## config.mk

```make
export PLATFORM = sky130hd
export DESIGN_NAME = hex_snapshot_ctrl
export DESIGN_NICKNAME = d
export VERILOG_FILES = /design/src/rtl/hex_snapshot_ctrl_pkg.sv /design/src/rtl/rr_arbiter.sv /design/src/rtl/hex_snapshot_ctrl.sv
export SDC_FILE = /design/constraint.sdc
export NUM_CORES = 2
export LEC_CHECK = 0
export ABC_AREA = 1
export ABC_CLOCK_PERIOD_IN_PS = 7600
export CAP_MARGIN = 20
export CELL_PAD_IN_SITES_DETAIL_PLACEMENT = 1
export CELL_PAD_IN_SITES_GLOBAL_PLACEMENT = 1
export CORE_AREA = 2 2 470 472
export DETAILED_ROUTE_END_ITERATION = 8
export DIE_AREA = 0 0 472 474
export PLACE_DENSITY_LB_ADDON = 0.3
export SYNTH_ARGS = -nofsm -noshare
export SYNTH_HDL_FRONTEND = slang
export SYNTH_HIERARCHICAL = 1
export SYNTH_SLANG_ARGS = --single-unit
export TNS_END_PERCENT = 30
```

## constraint.sdc

```tcl
create_clock -name clk -period 7.6 [get_ports clk]
set_clock_uncertainty 0.1 [all_clocks]
set_input_delay 1.52 -clock clk [delete_from_list [all_inputs] [get_ports clk]]
set_output_delay 1.52 -clock clk [all_outputs]
set_load 0.01 [all_outputs]
```

## src/rtl/hex_snapshot_ctrl_pkg.sv

```systemverilog
// Shared definitions for the hex snapshot controller and the hex decoder display path.
// Holds the commit state encoding, slot-count derivation and on-screen grid constants.
package hex_snapshot_ctrl_pkg;

    typedef enum logic [0:0] {
        ST_IDLE   = 1'b0,
        ST_COMMIT = 1'b1
    } commit_state_t;

    // Grid and colour constants shared with hex_decoder_v
    localparam int unsigned C_GLYPH_W    = 8;
    localparam int unsigned C_GLYPH_H    = 16;
    localparam logic [23:0] C_RGB_FG     = 24'h00FF00;
    localparam logic [23:0] C_RGB_BG     = 24'h000000;

    function automatic int unsigned slots_of(input int unsigned data_len,
                                             input int unsigned word_bits);
        return data_len / word_bits;
    endfunction

endpackage

```

## src/rtl/rr_arbiter.sv

```systemverilog
// Combinational round-robin arbiter: scans from ptr upward with wrap, grants the first requester.
// Produces a one-hot grant plus its binary index; the caller owns the pointer register.
module rr_arbiter #(
    parameter int unsigned c_req      = 4,
    parameter int unsigned c_idx_bits = $clog2(c_req)
) (
    input  logic [c_req-1:0]      req,
    input  logic [c_idx_bits-1:0] ptr,
    output logic [c_req-1:0]      grant,
    output logic [c_idx_bits-1:0] grant_idx
);

    logic                  found_s;
    logic [c_idx_bits:0]   sum_s;
    logic [c_idx_bits-1:0] idx_s;

    // Priority scan starting at ptr; sum is one bit wider so the modulo wrap is exact for any c_req
    always_comb begin
        grant     = '0;
        grant_idx = '0;
        found_s   = 1'b0;
        sum_s     = '0;
        idx_s     = '0;
        for (int k = 0; k < c_req; k++) begin
            sum_s = {1'b0, ptr} + (c_idx_bits + 1)'(k);
            if (sum_s >= (c_idx_bits + 1)'(c_req)) begin
                sum_s = sum_s - (c_idx_bits + 1)'(c_req);
            end else begin
                sum_s = sum_s;
            end
            idx_s = sum_s[c_idx_bits-1:0];
            if (!found_s && req[idx_s]) begin
                grant[idx_s] = 1'b1;
                grant_idx    = idx_s;
                found_s      = 1'b1;
            end else begin
                found_s = found_s;
            end
        end
    end

endmodule

```

## src/rtl/hex_snapshot_ctrl.sv

```systemverilog
// Debug-word snapshot controller: arbitrated writes into a shadow buffer, committed
// atomically to the display bus on each vsync rising edge unless frozen.
module hex_snapshot_ctrl
    import hex_snapshot_ctrl_pkg::*;
#(
    parameter int unsigned c_data_len   = 1024,
    parameter int unsigned c_word_bits  = 32,
    parameter int unsigned c_slot_bits  = 5,
    parameter int unsigned c_req        = 4,
    parameter int unsigned c_frame_bits = 16
) (
    input  logic                          clk,
    input  logic                          rst_n,
    input  logic [c_req-1:0]              req_valid,
    output logic [c_req-1:0]              req_ready,
    input  logic [c_req*c_slot_bits-1:0]  req_slot,
    input  logic [c_req*c_word_bits-1:0]  req_word,
    input  logic                          vsync,
    input  logic                          freeze,
    output logic [c_data_len-1:0]         data,
    output logic                          commit,
    output logic                          dirty,
    output logic [c_frame_bits-1:0]       frame_cnt
);

    localparam int unsigned        c_slots     = slots_of(c_data_len, c_word_bits);
    localparam int unsigned        c_idx_bits  = $clog2(c_req);
    localparam logic [c_slot_bits:0] c_slots_lim = (c_slot_bits + 1)'(c_slots);

    logic [c_req-1:0]        grant_s;
    logic [c_idx_bits-1:0]   grant_idx_s;
    logic [c_idx_bits-1:0]   ptr_r;
    logic [c_slot_bits-1:0]  wr_slot_s;
    logic [c_word_bits-1:0]  wr_word_s;
    logic                    wr_fire_s;
    logic                    wr_hit_s;
    logic                    vsync_d_r;
    logic                    vs_rise_s;
    commit_state_t           state_r;
    logic [c_data_len-1:0]   shadow_r;
    logic [c_data_len-1:0]   data_r;
    logic                    commit_r;
    logic                    dirty_r;
    logic [c_frame_bits-1:0] frame_cnt_r;

    rr_arbiter #(
        .c_req      (c_req),
        .c_idx_bits (c_idx_bits)
    ) u_arb (
        .req       (req_valid),
        .ptr       (ptr_r),
        .grant     (grant_s),
        .grant_idx (grant_idx_s)
    );

    assign req_ready = grant_s;
    assign wr_fire_s = |grant_s;
    assign wr_slot_s = req_slot[grant_idx_s*c_slot_bits +: c_slot_bits];
    assign wr_word_s = req_word[grant_idx_s*c_word_bits +: c_word_bits];
    // Out-of-range slots complete the handshake but never touch shadow or dirty
    assign wr_hit_s  = wr_fire_s && ({1'b0, wr_slot_s} < c_slots_lim);
    assign vs_rise_s = vsync & ~vsync_d_r;

    // Round-robin pointer advances past the granted requester
    always_ff @(posedge clk) begin
        if (!rst_n) begin
            ptr_r <= '0;
        end else if (wr_fire_s) begin
            ptr_r <= (grant_idx_s == c_idx_bits'(c_req - 1)) ? '0 : grant_idx_s + c_idx_bits'(1);
        end else begin
            ptr_r <= ptr_r;
        end
    end

    // Shadow buffer slot writes
    always_ff @(posedge clk) begin
        if (!rst_n) begin
            shadow_r <= '0;
        end else begin
            for (int s = 0; s < c_slots; s++) begin
                if (wr_hit_s && (wr_slot_s == c_slot_bits'(s))) begin
                    shadow_r[s*c_word_bits +: c_word_bits] <= wr_word_s;
                end else begin
                    shadow_r[s*c_word_bits +: c_word_bits] <= shadow_r[s*c_word_bits +: c_word_bits];
                end
            end
        end
    end

    // Dirty tracking: a write landing in the commit cycle survives the clear
    always_ff @(posedge clk) begin
        if (!rst_n) begin
            dirty_r <= 1'b0;
        end else if (state_r == ST_COMMIT) begin
            dirty_r <= wr_hit_s;
        end else if (wr_hit_s) begin
            dirty_r <= 1'b1;
        end else begin
            dirty_r <= dirty_r;
        end
    end

    // vsync delay starts high so a level already high at reset release is not seen as a rise
    always_ff @(posedge clk) begin
        if (!rst_n) begin
            vsync_d_r <= 1'b1;
        end else begin
            vsync_d_r <= vsync;
        end
    end

    // Commit FSM with registered display data, commit pulse and frame counter
    always_ff @(posedge clk) begin
        if (!rst_n) begin
            state_r     <= ST_IDLE;
            data_r      <= '0;
            commit_r    <= 1'b0;
            frame_cnt_r <= '0;
        end else begin
            case (state_r)
                ST_IDLE: begin
                    commit_r <= 1'b0;
                    if (vs_rise_s && !freeze) begin
                        state_r <= ST_COMMIT;
                    end else begin
                        state_r <= ST_IDLE;
                    end
                end
                ST_COMMIT: begin
                    data_r      <= shadow_r;
                    frame_cnt_r <= frame_cnt_r + c_frame_bits'(1);
                    commit_r    <= 1'b1;
                    state_r     <= ST_IDLE;
                end
                default: begin
                    commit_r <= 1'b0;
                    state_r  <= ST_IDLE;
                end
            endcase
        end
    end

    assign data      = data_r;
    assign commit    = commit_r;
    assign dirty     = dirty_r;
    assign frame_cnt = frame_cnt_r;

endmodule

```

* Yosys cells after proc, flatten, opt, wreduce, memory -nomap -nowiden
Cells that the tools add are included.
Storage, ports and cells: flip-flop bits (word level) 2070, input port bits 156, word-level logic and storage cells 185
Operators by class: add/subtract/negate cells 9, $mul 1, $lt $le $gt $ge 12, eq/ne operators 32, shifts and indexed selects 2, multiplexer cells 37, bitwise operators 6, reduce and logical (&&, ||, !) cells 47
Operator list (count):
- $shiftx A128 B8 Y32 | 1
- $eq A5 B5 Y1 const B | 16
- $eq A5 B4 Y1 const B | 8
- $logic_and A1 B1 Y1 | 40
- $eq A5 B3 Y1 const B | 4
- $shiftx A20 B6 Y5 | 1
- $mux W2 | 9
- $add A16 B1 Y16 const B | 1
- $mux W4 | 4
- $mux W1 | 14
- $lt A2 B3 Y1 const B | 4
- $or A4 B4 Y4 | 3
- $eq A5 B2 Y1 const B | 2
- $ge A3 B3 Y1 const B | 3
- $bmux W1 S2 | 4
- $demux W1 S2 | 4
- $ge A2 B1 Y1 const B | 4
- $sub A2 B1 Y2 const B | 4
- $add A2 B2 Y3 const B | 2
- $eq A5 B1 Y1 const B | 1
- $logic_not A5 Y1 | 1
- $mul A2 B3 Y5 const B | 1
- $logic_not A1 Y1 | 4
- $pmux W1 S2 | 2
- other kinds (8) | 9

* Depth between registers and ports, before layout
depth after elaboration 18, depth in mapped cells 24, gate-level depth less buffers 19

* Modules after synthesis
The synthesis kept the hierarchy.
By module, submodules not included:
- hex_snapshot_ctrl | times used 1, cells an instance 10342, area each 76249.4 um^2, sequential area each 41439.7 um^2
- rr_arbiter | times used 1, cells an instance 73, area each 439.2 um^2, sequential area each 0.0 um^2

* Worst setup path before layout
OpenSTA, ideal clock, no wires.
path type input-to-output, start point input req_valid[3], end point output req_ready[3], arrival time 2.270 ns, path slack 3.710 ns, stages 8, path buffers 1, cells stage by stage inv_1 nand2_1 nand3_4 nand2_4 nor2_4 buf_6 nand4_1 nand3_1
Between the ends: word-level cells in the longest chain between the ends 12
RTL lines:
- from (decl) | line hex_snapshot_ctrl.sv:14 | input logic [c_req-1:0] req_valid,
- $bmux W1 S2 | line rr_arbiter.sv:32 | if (!found_s && req[idx_s]) begin
- $mux W1 (implied by the code) | line rr_arbiter.sv:32
- $mux W1 | line rr_arbiter.sv:32
- $logic_not A1 Y1 | line rr_arbiter.sv:32
- $logic_and A1 B1 Y1 | line rr_arbiter.sv:32
- $mux W1 | line rr_arbiter.sv:32
- $logic_not A1 Y1 | line rr_arbiter.sv:32
- $logic_and A1 B1 Y1 | line rr_arbiter.sv:32
- $mux W1 | line rr_arbiter.sv:32
- $logic_not A1 Y1 | line rr_arbiter.sv:32
- $logic_and A1 B1 Y1 | line rr_arbiter.sv:32
- $mux W4 (*) | line rr_arbiter.sv:32
- to (decl) | line hex_snapshot_ctrl.sv:15 | output logic [c_req-1:0] req_ready,
Every way passes the cells marked *; elsewhere a longest branch is shown, timed or not. The select of a mux whose other input is x is not followed.

* Final worst setup path
start point input req_valid[1], end point register shadow_r[364]
Between the ends: word-level cells in the longest chain between the ends 16
RTL lines:
- $bmux W1 S2 | line rr_arbiter.sv:32
- $mux W1 (implied by the code) | line rr_arbiter.sv:32
- $mux W1 | line rr_arbiter.sv:32
- $logic_not A1 Y1 | line rr_arbiter.sv:32
- $logic_and A1 B1 Y1 | line rr_arbiter.sv:32
- $mux W1 | line rr_arbiter.sv:32
- $logic_not A1 Y1 | line rr_arbiter.sv:32
- $logic_and A1 B1 Y1 | line rr_arbiter.sv:32
- $mux W1 | line rr_arbiter.sv:32
- $logic_not A1 Y1 | line rr_arbiter.sv:32
- $logic_and A1 B1 Y1 | line rr_arbiter.sv:32
- $mux W2 (*) | line rr_arbiter.sv:32
- named net grant_idx_s[0] | line hex_snapshot_ctrl.sv:31 | logic [c_idx_bits-1:0] grant_idx_s;
- $mul A2 B3 Y5 | line hex_snapshot_ctrl.sv:58 | assign wr_slot_s = req_slot[grant_idx_s*c_slot_bits +: c_slot_bits];
- $shiftx A20 B6 Y5 | line hex_snapshot_ctrl.sv:58
- $eq A5 B4 Y1 | line hex_snapshot_ctrl.sv:81 | if (wr_hit_s && (wr_slot_s == c_slot_bits'(s))) begin
- $logic_and A1 B1 Y1 | line hex_snapshot_ctrl.sv:81
- to (signal, indexed assignment) | line hex_snapshot_ctrl.sv:82 | shadow_r[s*c_word_bits +: c_word_bits] <= wr_word_s;
- to (signal, indexed assignment) | line hex_snapshot_ctrl.sv:84 | shadow_r[s*c_word_bits +: c_word_bits] <= shadow_r[s*c_word_bits +: c_word_bits];
- to (decl) | line hex_snapshot_ctrl.sv:40 | logic [c_data_len-1:0] shadow_r;
The timed path passes the listed nets; every way through them passes the cells marked *. The select of a mux whose other input is x is not followed. A chain may end at the register's enable or synchronous reset.

==> impl_metrics.toml <==
[clocking]
clockRootBuffer = "clkbuf_16"
cts_sinks = 2070
cts_max_level = 4
postCtsSetupBuffers = 0
clk-insertion-delay-late_ns = 0.86
cts_hold_buf = 0
path_clk_slew_ns = 0.06
cts_buffers = 216
cts_buffer_depth = 3
postCtsResizedCells = 0
cts_tree = "done"

[global_routing]
grt.overflow.total = 0
antenna_found_initial = 84
grt_pass1_wl_um = 481000
track_usage_pct = 29.1
first_global_vias = 70863
grt_max_degree = 161

[synthesis]
synth_top_area_share_pct = 54.0
synth_top_cell_by_area = "dfxtp_1"
yosys_warnings = 6
syn_avg_cell_area_um2 = 7.36
syn_area_um2 = 76700
syn_inst = 10415
synth.area.top_cells = "dfxtp_1, nand2_1, nor2_1"
syn-num-nets = 10578
synth-seq-area-share_pct = 54.0
synth.distinct_cells = 35
synth-seq-cells = 2070

[setup_path]
path_class = "input port to flip-flop"
cp-start-kind = "input port"
cp_max_fo = 64
critPathRequiredTime_ns = 8.24
arrival_ns = 6.44
end_kind = "flip-flop"

[layout]
seq_area_um2 = 41400
fillers = 26626
drive_above_1_share_pct = 4.76
fin_nets = 11443
area_delta_synth_final_pct = 27.9
multi_input_area_um2 = 24600
final_area_um2 = 98100

[die]
coreArea_um2 = 219000
io_pins = 1202
start_util_pct = 35.1
rows = 172
die_w_um = 472
die_y_um = 474
die-area_um2 = 224000

[power]
leakagePower_nw = 42.6
p_per_area_nw_per_um2 = 453
ir_drop_mv = 0.698
total_power_mw = 44.5

[route]
dr_total_vias = 70296
dr.pass1.iters = 7
drtAntennaViolNets = 0
viasPerCell = 4.89
drt_iter0_drc = 4945
wl_per_cell_um = 23.5
drc = 0
routed_wl_um = 338000

[run]
cap_violations = 0

[placed_design]
io_buffers = 1201
post_dp_cell_area_um2 = 90600
gp_congestion = 0.871
dp_hpwl_um = 226000

[timing]
hold_viol = 0
setup_viol = 0
timing.final.crit_period_ns = 5.80
clock.fmax_ghz = 0.172
rsz0062_at_grt = "no"
tns_ns = 0
relSlewSlack_pct = 19.6
post-route-period-util_pct = 76.4
slew_viol_final = 0
worstMarginPinSlew_ns = 1.21

[run_status]
outcome = "finished clean"

[min_path]
min_path_type = "flip-flop to flip-flop"
## cell type report
class,count,share of cell area (%)
flip-flops and latches,2070,42.2
multi-input cells,5588,25.1
repair buffers,1309,13.4
inverters,2095,8.04
clock buffers,351,6.80
well taps,2871,3.66
clock inverters,41,0.692
diodes,51,0.130
## state kept, by name, summed over array words and instances, names as in the netlist
signal and count:
data 1024, shadow_r 1024, frame_cnt 16, ptr_r 2
commit 1, dirty 1, state_r 1, vsync_d_r 1
## cells by family (layout without fill, tap and decap cells)
logic type / Yosys count / in the layout / synth area share [%]
buffers and inverters: 2757 / 3796 / 14.1
flip-flops: 2070 / 2070 / 54.0
AND/OR/NAND/NOR: 4471 / 4471 / 22.7
adder cells (fa/ha/maj): 7 / 7 / 0.114
other: 0 / 51 / 0
AO/OA/AOI/OAI: 1110 / 1110 / 8.98
## critical path: stages
cell             delay [ns]
clkdlybuf4s50_1        0.52
inv_1                  0.10
nand2_1                0.09
nand3_2                0.17
nand2_4                0.08
nor2_4                 0.27
nand3_1                0.20
nand3_4                0.40
inv_4                  0.23
buf_12                 0.25
nand2_1                0.09
nand3_1                0.08
nand2_2                0.14
nand2_1                0.11
inv_2                  0.10
buf_4                  0.55
nand3_4                0.86
nor2_1                 0.37
nor2_1                 0.09
## where the power goes
group | switching, mW | internal [mW]
registers | 0.649 | 13.0
clock network | 4.58 | 6.38
logic | 16.0 | 3.82
## through the flow
stage,util [%],setup slack [ns],cells,hold WS [ns]
2_1_floorplan,-,3.71,10415,0.274
3_3_place_gp,41.4,0.634,13930,0.289
3_5_place_dp,41.4,0.895,13932,0.302
4_1_cts,44.8,1.80,14324,0.314
5_1_grt,44.9,1.38,14356,0.340
6_report,44.9,1.80,14376,0.316
## per-layer routing
metal / wire (um) / up-vias / global-route usage [%]
met1: 142000 / 34471 / 36.7
met2: 153000 / 2227 / 46.6
met5: 101 / - / 0
met4: 20500 / 16 / 16.8
met3: 21900 / 633 / 5.50
li1: - / 32949 / -
## layout by cell type, fill, tap and decap left out, drive strengths merged, types with 7 or more instances in the layout
cell type / instances
o22ai: 1017
nand4: 7
inv: 2083
clkdlybuf4s50: 1200
o21ai: 59
clkinv: 37
ha: 7
nand2: 2241
nor2: 2108
clkbuf: 351
dfxtp: 2070
diode: 51
buf: 109
nand3: 111
bufinv: 12
a21oi: 21
## final timing paths
path / startpoint / endpoint / slack [ns] / cells after the start
setup / recovery: req_valid[1] / shadow_r[364] / 1.80 / 19
hold / removal: vsync_d_r / state_r / 0.32 / 1
setup reg to reg: ptr_r[0] / shadow_r[364] / 1.85 / 19
hold reg to reg: vsync_d_r / state_r / 0.32 / 1
## cells in the mapped netlist, drive strengths merged
cell type and number:
a21boi 4, a21oi 21, nor3 2, nor4 1
o21ai 59, nand3 111, inv 2095, o21a 1
or2 1, nor2 2108, a31oi 2, nand4 7
clkbuf 382, dfxtp 2070, nand2 2241, buf 280
ha 7, a211oi 1, o22a 4, o211a 1
o22ai 1017
Note: power is estimated with default switching activity, not from simulation.
